File: src/rtl/act_writeback_pkg.sv
// act_writeback_pkg: shared widths, FSM state type and saturation bounds for activation writeback
package act_writeback_pkg;
  localparam int DEF_ACC_W = 16;
  localparam int DEF_ACT_W = 8;
  localparam int DEF_SHIFT = 4;
  localparam int DEF_AW    = 4;
  localparam int HID_MAX   = 255;
  localparam int OUT_MIN   = -128;
  localparam int OUT_MAX   = 127;
  typedef enum logic [1:0] {ST_IDLE, ST_RUN, ST_DONE} state_e;
endpackage

File: src/rtl/act_writeback_quant.sv
// act_quant: bias add, arithmetic shift, then ReLU+unsigned clamp (hidden) or signed clamp (output); ports acc_sum/bias in, layer_last selects mode, q out
module act_quant
  import act_writeback_pkg::*;
#(
  parameter int ACC_W = DEF_ACC_W,
  parameter int ACT_W = DEF_ACT_W,
  parameter int SHIFT = DEF_SHIFT
) (
  input  logic signed [ACC_W-1:0] acc_sum,
  input  logic signed [ACC_W-1:0] bias,
  input  logic                    layer_last,
  output logic [ACT_W-1:0]        q
);
  logic signed [31:0] s, sh;
  always_comb begin
    s  = 32'(acc_sum) + 32'(bias);
    sh = s >>> SHIFT;
    q  = layer_last ? (sh < OUT_MIN ? ACT_W'(OUT_MIN) : sh > OUT_MAX ? ACT_W'(OUT_MAX) : sh[ACT_W-1:0])
                    : (sh < 0 ? '0 : sh > HID_MAX ? ACT_W'(HID_MAX) : sh[ACT_W-1:0]);
  end
endmodule

File: src/rtl/act_writeback.sv
// act_writeback: quantize finished neuron sums into a 16-entry activation buffer and track output-layer argmax; ports: acc_* in, act_raddr/act_rdata read port, busy/done_* status
module act_writeback
  import act_writeback_pkg::*;
#(
  parameter int ACC_W = DEF_ACC_W,
  parameter int ACT_W = DEF_ACT_W,
  parameter int SHIFT = DEF_SHIFT,
  parameter int AW    = DEF_AW
) (
  input  logic                    clk,
  input  logic                    rst,
  input  logic                    clr,
  input  logic                    acc_valid,
  input  logic signed [ACC_W-1:0] acc_sum,
  input  logic signed [ACC_W-1:0] bias,
  input  logic [AW-1:0]           acc_idx,
  input  logic                    acc_last,
  input  logic                    layer_last,
  input  logic [AW-1:0]           act_raddr,
  output logic [ACT_W-1:0]        act_rdata,
  output logic                    busy,
  output logic                    done_valid,
  output logic [AW-1:0]           done_class,
  output logic [ACT_W-1:0]        done_score
);
  state_e state_q, state_d;
  logic v1_q, v1_d, last1_q, last1_d, ll1_q, ll1_d, have_q, have_d, we, upd;
  logic [ACT_W-1:0] qv, q1_q, q1_d, max_score_q, max_score_d;
  logic [AW-1:0] idx1_q, idx1_d, max_idx_q, max_idx_d;
  logic [2**AW-1:0][ACT_W-1:0] mem_q, mem_d;
  act_quant #(.ACC_W(ACC_W), .ACT_W(ACT_W), .SHIFT(SHIFT)) u_quant (
    .acc_sum   (acc_sum),
    .bias      (bias),
    .layer_last(layer_last),
    .q         (qv)
  );
  // Quantization happens ahead of stage 1 so the stored byte is ready for the stage-2 write;
  // anything in DONE or coinciding with clr is dropped at either stage.
  always_comb begin
    v1_d        = acc_valid && !clr && state_q != ST_DONE;
    q1_d        = v1_d ? qv : q1_q;
    idx1_d      = v1_d ? acc_idx : idx1_q;
    last1_d     = v1_d ? acc_last : last1_q;
    ll1_d       = v1_d ? layer_last : ll1_q;
    we          = v1_q && !clr && state_q != ST_DONE;
    mem_d       = mem_q;
    if (we) mem_d[idx1_q] = q1_q;
    upd         = we && ll1_q && (!have_q || $signed(q1_q) > $signed(max_score_q));
    have_d      = !clr && (have_q || (we && ll1_q));
    max_score_d = clr ? '0 : upd ? q1_q : max_score_q;
    max_idx_d   = clr ? '0 : upd ? idx1_q : max_idx_q;
    state_d     = clr ? ST_IDLE
                : (state_q == ST_IDLE && acc_valid) ? ST_RUN
                : (state_q == ST_RUN && we && last1_q && ll1_q) ? ST_DONE
                : state_q;
  end
  always_ff @(posedge clk) begin
    if (rst) begin
      state_q     <= ST_IDLE;
      v1_q        <= 1'b0;
      q1_q        <= '0;
      idx1_q      <= '0;
      last1_q     <= 1'b0;
      ll1_q       <= 1'b0;
      have_q      <= 1'b0;
      max_score_q <= '0;
      max_idx_q   <= '0;
      mem_q       <= '0;
    end else begin
      state_q     <= state_d;
      v1_q        <= v1_d;
      q1_q        <= q1_d;
      idx1_q      <= idx1_d;
      last1_q     <= last1_d;
      ll1_q       <= ll1_d;
      have_q      <= have_d;
      max_score_q <= max_score_d;
      max_idx_q   <= max_idx_d;
      mem_q       <= mem_d;
    end
  end
  assign act_rdata  = mem_q[act_raddr];
  assign busy       = state_q == ST_RUN;
  assign done_valid = state_q == ST_DONE;
  assign done_class = max_idx_q;
  assign done_score = max_score_q;
endmodule

File: config.mk
export PLATFORM = sky130hd
export DESIGN_NAME = act_writeback
export DESIGN_NICKNAME = d
export VERILOG_FILES = /design/src/rtl/act_writeback_pkg.sv /design/src/rtl/act_writeback_quant.sv /design/src/rtl/act_writeback.sv
export SDC_FILE = /design/constraint.sdc
export NUM_CORES = 1
export LEC_CHECK = 0
export CAP_MARGIN = 20
export CORE_UTILIZATION = 55
export DETAILED_ROUTE_END_ITERATION = 10
export PLACE_DENSITY = 0.77
export SETUP_SLACK_MARGIN = 0.05
export SYNTH_ARGS = -nofsm -noshare
export SYNTH_HDL_FRONTEND = slang
export SYNTH_SLANG_ARGS = --single-unit
File: constraint.sdc
create_clock -name clk -period 8.41 [get_ports clk]
set_input_delay 1.682 -clock clk [delete_from_list [all_inputs] [get_ports clk]]
set_output_delay 1.682 -clock clk [all_outputs]
set_load 0.02 [all_outputs]
---- Word level (Yosys, flattened, before mapping) ----
Index checks and enable logic that the tools add are counted.
W data, S select, Z words.
storage, ports and cells
  input bits .............................. 46
  register bits after elaboration ......... 158
  logic and storage cells ................. 70
  output and inout bits ................... 22
cells by class
  multiplexer cells ....................... 12
  magnitude comparators ................... 8
  reduce and logical (&&, ||, !) cells .... 20
  add/subtract/negate cells ............... 1
  eq/ne operators ......................... 3
operators with widths
  operator               count
  $bwmux W128            1
  $mux W8                7
  $bmux W8 S4            1
  $demux W8 S4           1
  $add A16 B16 Y17       1
  $gt A13 B8 Y1 const B  1
  $gt A13 B9 Y1 const B  1
  $lt A13 B1 Y1 const B  1
  $lt A13 B8 Y1 const B  1
  $logic_and A1 B1 Y1    12
  $lt A4 B5 Y1 const B   2
  $gt A8 B8 Y1           1
  $ge A4 B1 Y1 const B   1
  $reduce_or A3 Y1       1
  $eq A2 B1 Y1 const B   1
  $eq A2 B2 Y1 const B   1
  $logic_not A1 Y1       2
  $logic_not A2 Y1       1
  $logic_or A1 B1 Y1     2
  $mux W1                2
  $ne A2 B2 Y1 const B   1
  $reduce_bool A2 Y1     1
  $reduce_or A2 Y1       1

---- Longest topological paths before layout ----
  depth in word-level cells ............... 8
  gate-level depth with buffers ........... 14

---- Cells and area by module ----
A second synthesis with hierarchy kept.
unflattened totals
  cell total of the unflattened synthesis .. 870
  area, all modules ....................... 8000.2 µm²
modules (own cells, without submodules)
  module         cells an instance  times used  area each (µm²)  seq. area each (µm²)
  act_writeback  762                1           7174.4           3163.0
  act_quant      108                1           825.8            0.0

---- Worst setup path after synthesis ----
No wires, ideal clock.
  path type ............................... input to output
  start ................................... input act_raddr[1]
  end ..................................... output act_rdata[7]
  path buffers ............................ 3
  slack ................................... 3.123 ns
  arrival ................................. 3.605 ns
  stages on the path ...................... 5
  data required time ...................... 6.728 ns
  cells stage by stage .................... clkbuf_1 > clkbuf_1 > clkbuf_1 > mux4_2 > mux4_2
between the ends
  longest elaborated chain between the ends .. 2
ends and longest elaborated chain
  what                           line                 source
  start: declaration             act_writeback.sv:19  input logic [AW-1:0] act_raddr,
  $bmux W8 S4                    act_writeback.sv:82  assign act_rdata = mem_q[act_raddr];
  $mux W8 (implied by the code)  act_writeback.sv:82
  end: declaration               act_writeback.sv:20  output logic [ACT_W-1:0] act_rdata,
Every way passes these cells. The select of a mux whose other input is x is not followed.

---- Worst setup path in the final report ----
  start ................................... input act_raddr[1]
  end ..................................... output act_rdata[0]
The elaborated chain is that of the path after synthesis.

==> impl_metrics.json <==
{
  "largest_net_degree_at_the_start_of_global_routing": 100,
  "cts_inserted_buffers": 17,
  "critical_path.max_stage_delay_ns": 0.57,
  "whs_endpoint": "last1_q",
  "syn_nets": 826,
  "dr.pass1.iters": 5,
  "clk_path_buf_depth": 2,
  "met1Wirelength_um": 7990,
  "total_clock_sinks": 158,
  "hold_path.startpoint": "last1_q",
  "placed_area_mm2": 0.00827,
  "worst_hold_path_type": "reg -> reg",
  "ys_async_sr_fraction": 0,
  "post-route-drc-count": 0,
  "grt.overflow.total": 0,
  "cellLeakagePower_nw": 3.77,
  "effective_utilization_at_floorplan": 0.566,
  "postCtsResizedCells": 0,
  "worstPathMaxFanout": 32,
  "synth_top_cell_area_share": 0.418,
  "post_synth_inst_count": 757,
  "avgSynthCellArea_um2": 9.98,
  "netlist_top_cells_area": "sky130_fd_sc_hd__dfxtp_1, sky130_fd_sc_hd__mux2i_1, sky130_fd_sc_hd__mux4_2",
  "grtUsageTotal": 0.275,
  "dp_hpwl_um": 12700,
  "critPathArrivalTime_ns": 4.26,
  "synth_top_cells_by_count": "sky130_fd_sc_hd__nor2_1, sky130_fd_sc_hd__dfxtp_1, sky130_fd_sc_hd__mux2i_1, sky130_fd_sc_hd__clkbuf_1, sky130_fd_sc_hd__nand2_1",
  "route.vias.total": 5815,
  "wire_length_of_the_first_global_routing_pass_um": 29900,
  "cts_hold_buf": 0,
  "worst_hold_slack_across_all_endpoints_ns": 0.491,
  "setup_buffers_after_cts": 0,
  "share_of_layout_cells_above_drive_strength_1": 0.107,
  "final_net_count": 863,
  "layout.area.seq_mm2": 0.00316,
  "worst_setup_path_class": "in -> out",
  "postLayoutCellArea_mm2": 0.00895,
  "slew_violations": 0,
  "number_of_levels_the_h_tree_was_split_into": 4,
  "die-width_um": 119,
  "crit_slowest_cell": "sky130_fd_sc_hd__clkdlybuf4s50_1",
  "r2r_end": "done_score[1]",
  "hold_viol_final": 0,
  "final_cell_count_no_fill": 983,
  "vias_per_cell": 5.92,
  "path_cells": "clkdlybuf4s50_1 -> buf_4 -> mux4_2 -> mux4_2 -> clkdlybuf4s50_1",
  "place.detailed.instances": 949,
  "insertedDiodeCount": 0,
  "period_needed_ns": 5.94,
  "dr.max_layer_used": "met4",
  "drt-wirelength-per-cell_um": 18.8,
  "most_common_flop_cell_mapped_by_yosys": "sky130_fd_sc_hd__dfxtp_1",
  "area_growth_syn_to_layout_pct": 18.5,
  "worst_skew_pair.late_latency_ns": 0.43,
  "outcome": "finished, final reports clean",
  "placer_congestion_estimate": 0.903,
  "worst-path-buf-inv": 3,
  "clock_tree_root": "sky130_fd_sc_hd__clkbuf_16",
  "critical_path.startpoint_type": "primary input",
  "yosysMostFrequentCell": "sky130_fd_sc_hd__nor2_1",
  "floorplan.rows": 42,
  "worst_setup_ep_type": "output port",
  "die_height_um": 119,
  "cp_data_required_time_ns": 6.73,
  "r2r.worst_path.cells": 10,
  "n_fill_cell": 1014,
  "synth-warning-count": 0,
  "netlist_area_mm2": 0.00756,
  "tightestPinTransition_ns": 1.19,
  "route.met3.wl_um": 990,
  "slew-limit-headroom": 0.208,
  "core_area_mm2": 0.0133,
  "report.final.setup_viol": 0,
  "timing.clock.skew_ns": 0.00735,
  "share_of_the_clock_period_used_by_the_worst_path_after_layout": 0.706,
  "grt_antenna_before_repair": 0,
  "cts_tree": "done",
  "hold_depth": 2,
  "path_delay_family": "buffers and inverters",
  "netlist.top_cell.by_area": "sky130_fd_sc_hd__dfxtp_1",
  "count_of_boundary_i_o_pins": 68,
  "setup-tns-final_ns": 0,
  "yosysSeqAreaShare": 0.418,
  "grt_pass1_vias": 5711,
  "die_area_mm2": 0.0142,
  "met2_wirelength_um": 9030,
  "post_synth_num_cell_types": 43,
  "max_cap_viol": 0,
  "detail-route-antenna-nets": 0,
  "ys_ff_latch": 158,
  "synth-edff-count": 0,
  "rrSetupSlack_ns": 5.06,
  "max_freq_mhz": 168,
  "multi_input_comb_area_mm2": 0.00414,
  "peakVddDrop_uv": 162,
  "clk_pin_slew_ns": 0.06,
  "power.density_cell_area_mw_per_mm2": 201,
  "placement.io_buffers": 67,
  "grt_setup_unrepaired": "no",
  "worstReg2RegStart": "q1_q[1]",
  "drt-initial-drc-count": 456,
  "routed_wirelength_um": 18500
}
==> metal layers <==
| layer | vias to the layer above | global-route usage |
|---|---|---|
| li1 | 2731 | - |
| met1 | 2852 | 0.353 |
| met2 | 193 | 0.457 |
| met3 | 39 | 0.0450 |
| met4 | 0 | 0.116 |
| met5 | - | 0 |
==> sequential cells by signal, indices dropped and copies added (netlist names) <==
register / count
done_class: 4
done_score: 8
have_q: 1
idx1_q: 4
last1_q: 1
ll1_q: 1
mem_q: 128
q1_q: 8
state_q: 2
v1_q: 1
==> tightest hold or removal path, stage by stage (launching register included) <==
cell and delay (ns):
sky130_fd_sc_hd__dfxtp_1 0.33, sky130_fd_sc_hd__nand2_1 0.06, sky130_fd_sc_hd__a21oi_1 0.05
==> worst max-delay path by stage <==
stage	endpoint	startpoint	cells past startpoint	slack (ns)
global route	act_rdata[0]	act_raddr[1]	5	2.42
detailed placement	act_rdata[0]	act_raddr[1]	5	2.50
finish	act_rdata[0]	act_raddr[1]	5	2.47
CTS	act_rdata[0]	act_raddr[1]	5	2.48
floorplan	act_rdata[7]	act_raddr[1]	5	3.12
global placement	act_rdata[0]	act_raddr[1]	5	2.56
==> report_power, final <==
group	switching, mW	internal [mW]
combinational	0.0817	0.0699
clock	0.310	0.561
sequential	0.0198	0.754
==> placed cells by master (no fill, tap or decap), drive strengths merged, types with 7 or more instances in the layout <==
cell type,count
mux4,40
nor2b,7
o21ai,17
clkdlybuf4s50,65
nand2,41
mux2i,132
dfxtp,158
buf,8
o21a,7
a21oi,33
a211oi,7
nor2,173
inv,15
ha,23
clkbuf,20
==> cell families after synthesis <==
kind of cell / after synthesis / synth area share
AND/OR/NAND/NOR: 242 / 0.131
AO/OA/AOI/OAI: 82 / 0.0694
flip-flops: 158 / 0.418
buffers and inverters: 67 / 0.0336
adder cells (fa/ha/maj): 23 / 0.0381
multiplexers: 173 / 0.295
XOR/XNOR: 12 / 0.0139
==> cell type report <==
cell class	count	share of cell area
sequential	158	0.353
clock buffer	20	0.0488
timing repair buffer	73	0.0799
clock inverter	12	0.0260
tap	176	0.0246
multi-input combinational	532	0.462
inverter	12	0.00503
==> metrics by stage <==
step	setup slack, ns	utilization	power, mW
after floorplan	3.12	-	0.893
after global placement	2.56	0.618	0.935
after detailed placement	2.50	0.619	0.940
after CTS	2.48	0.669	1.80
after global routing	2.42	0.671	1.85
final	2.47	0.671	1.80
No activity file was read; power rests on OpenSTA's default activity.
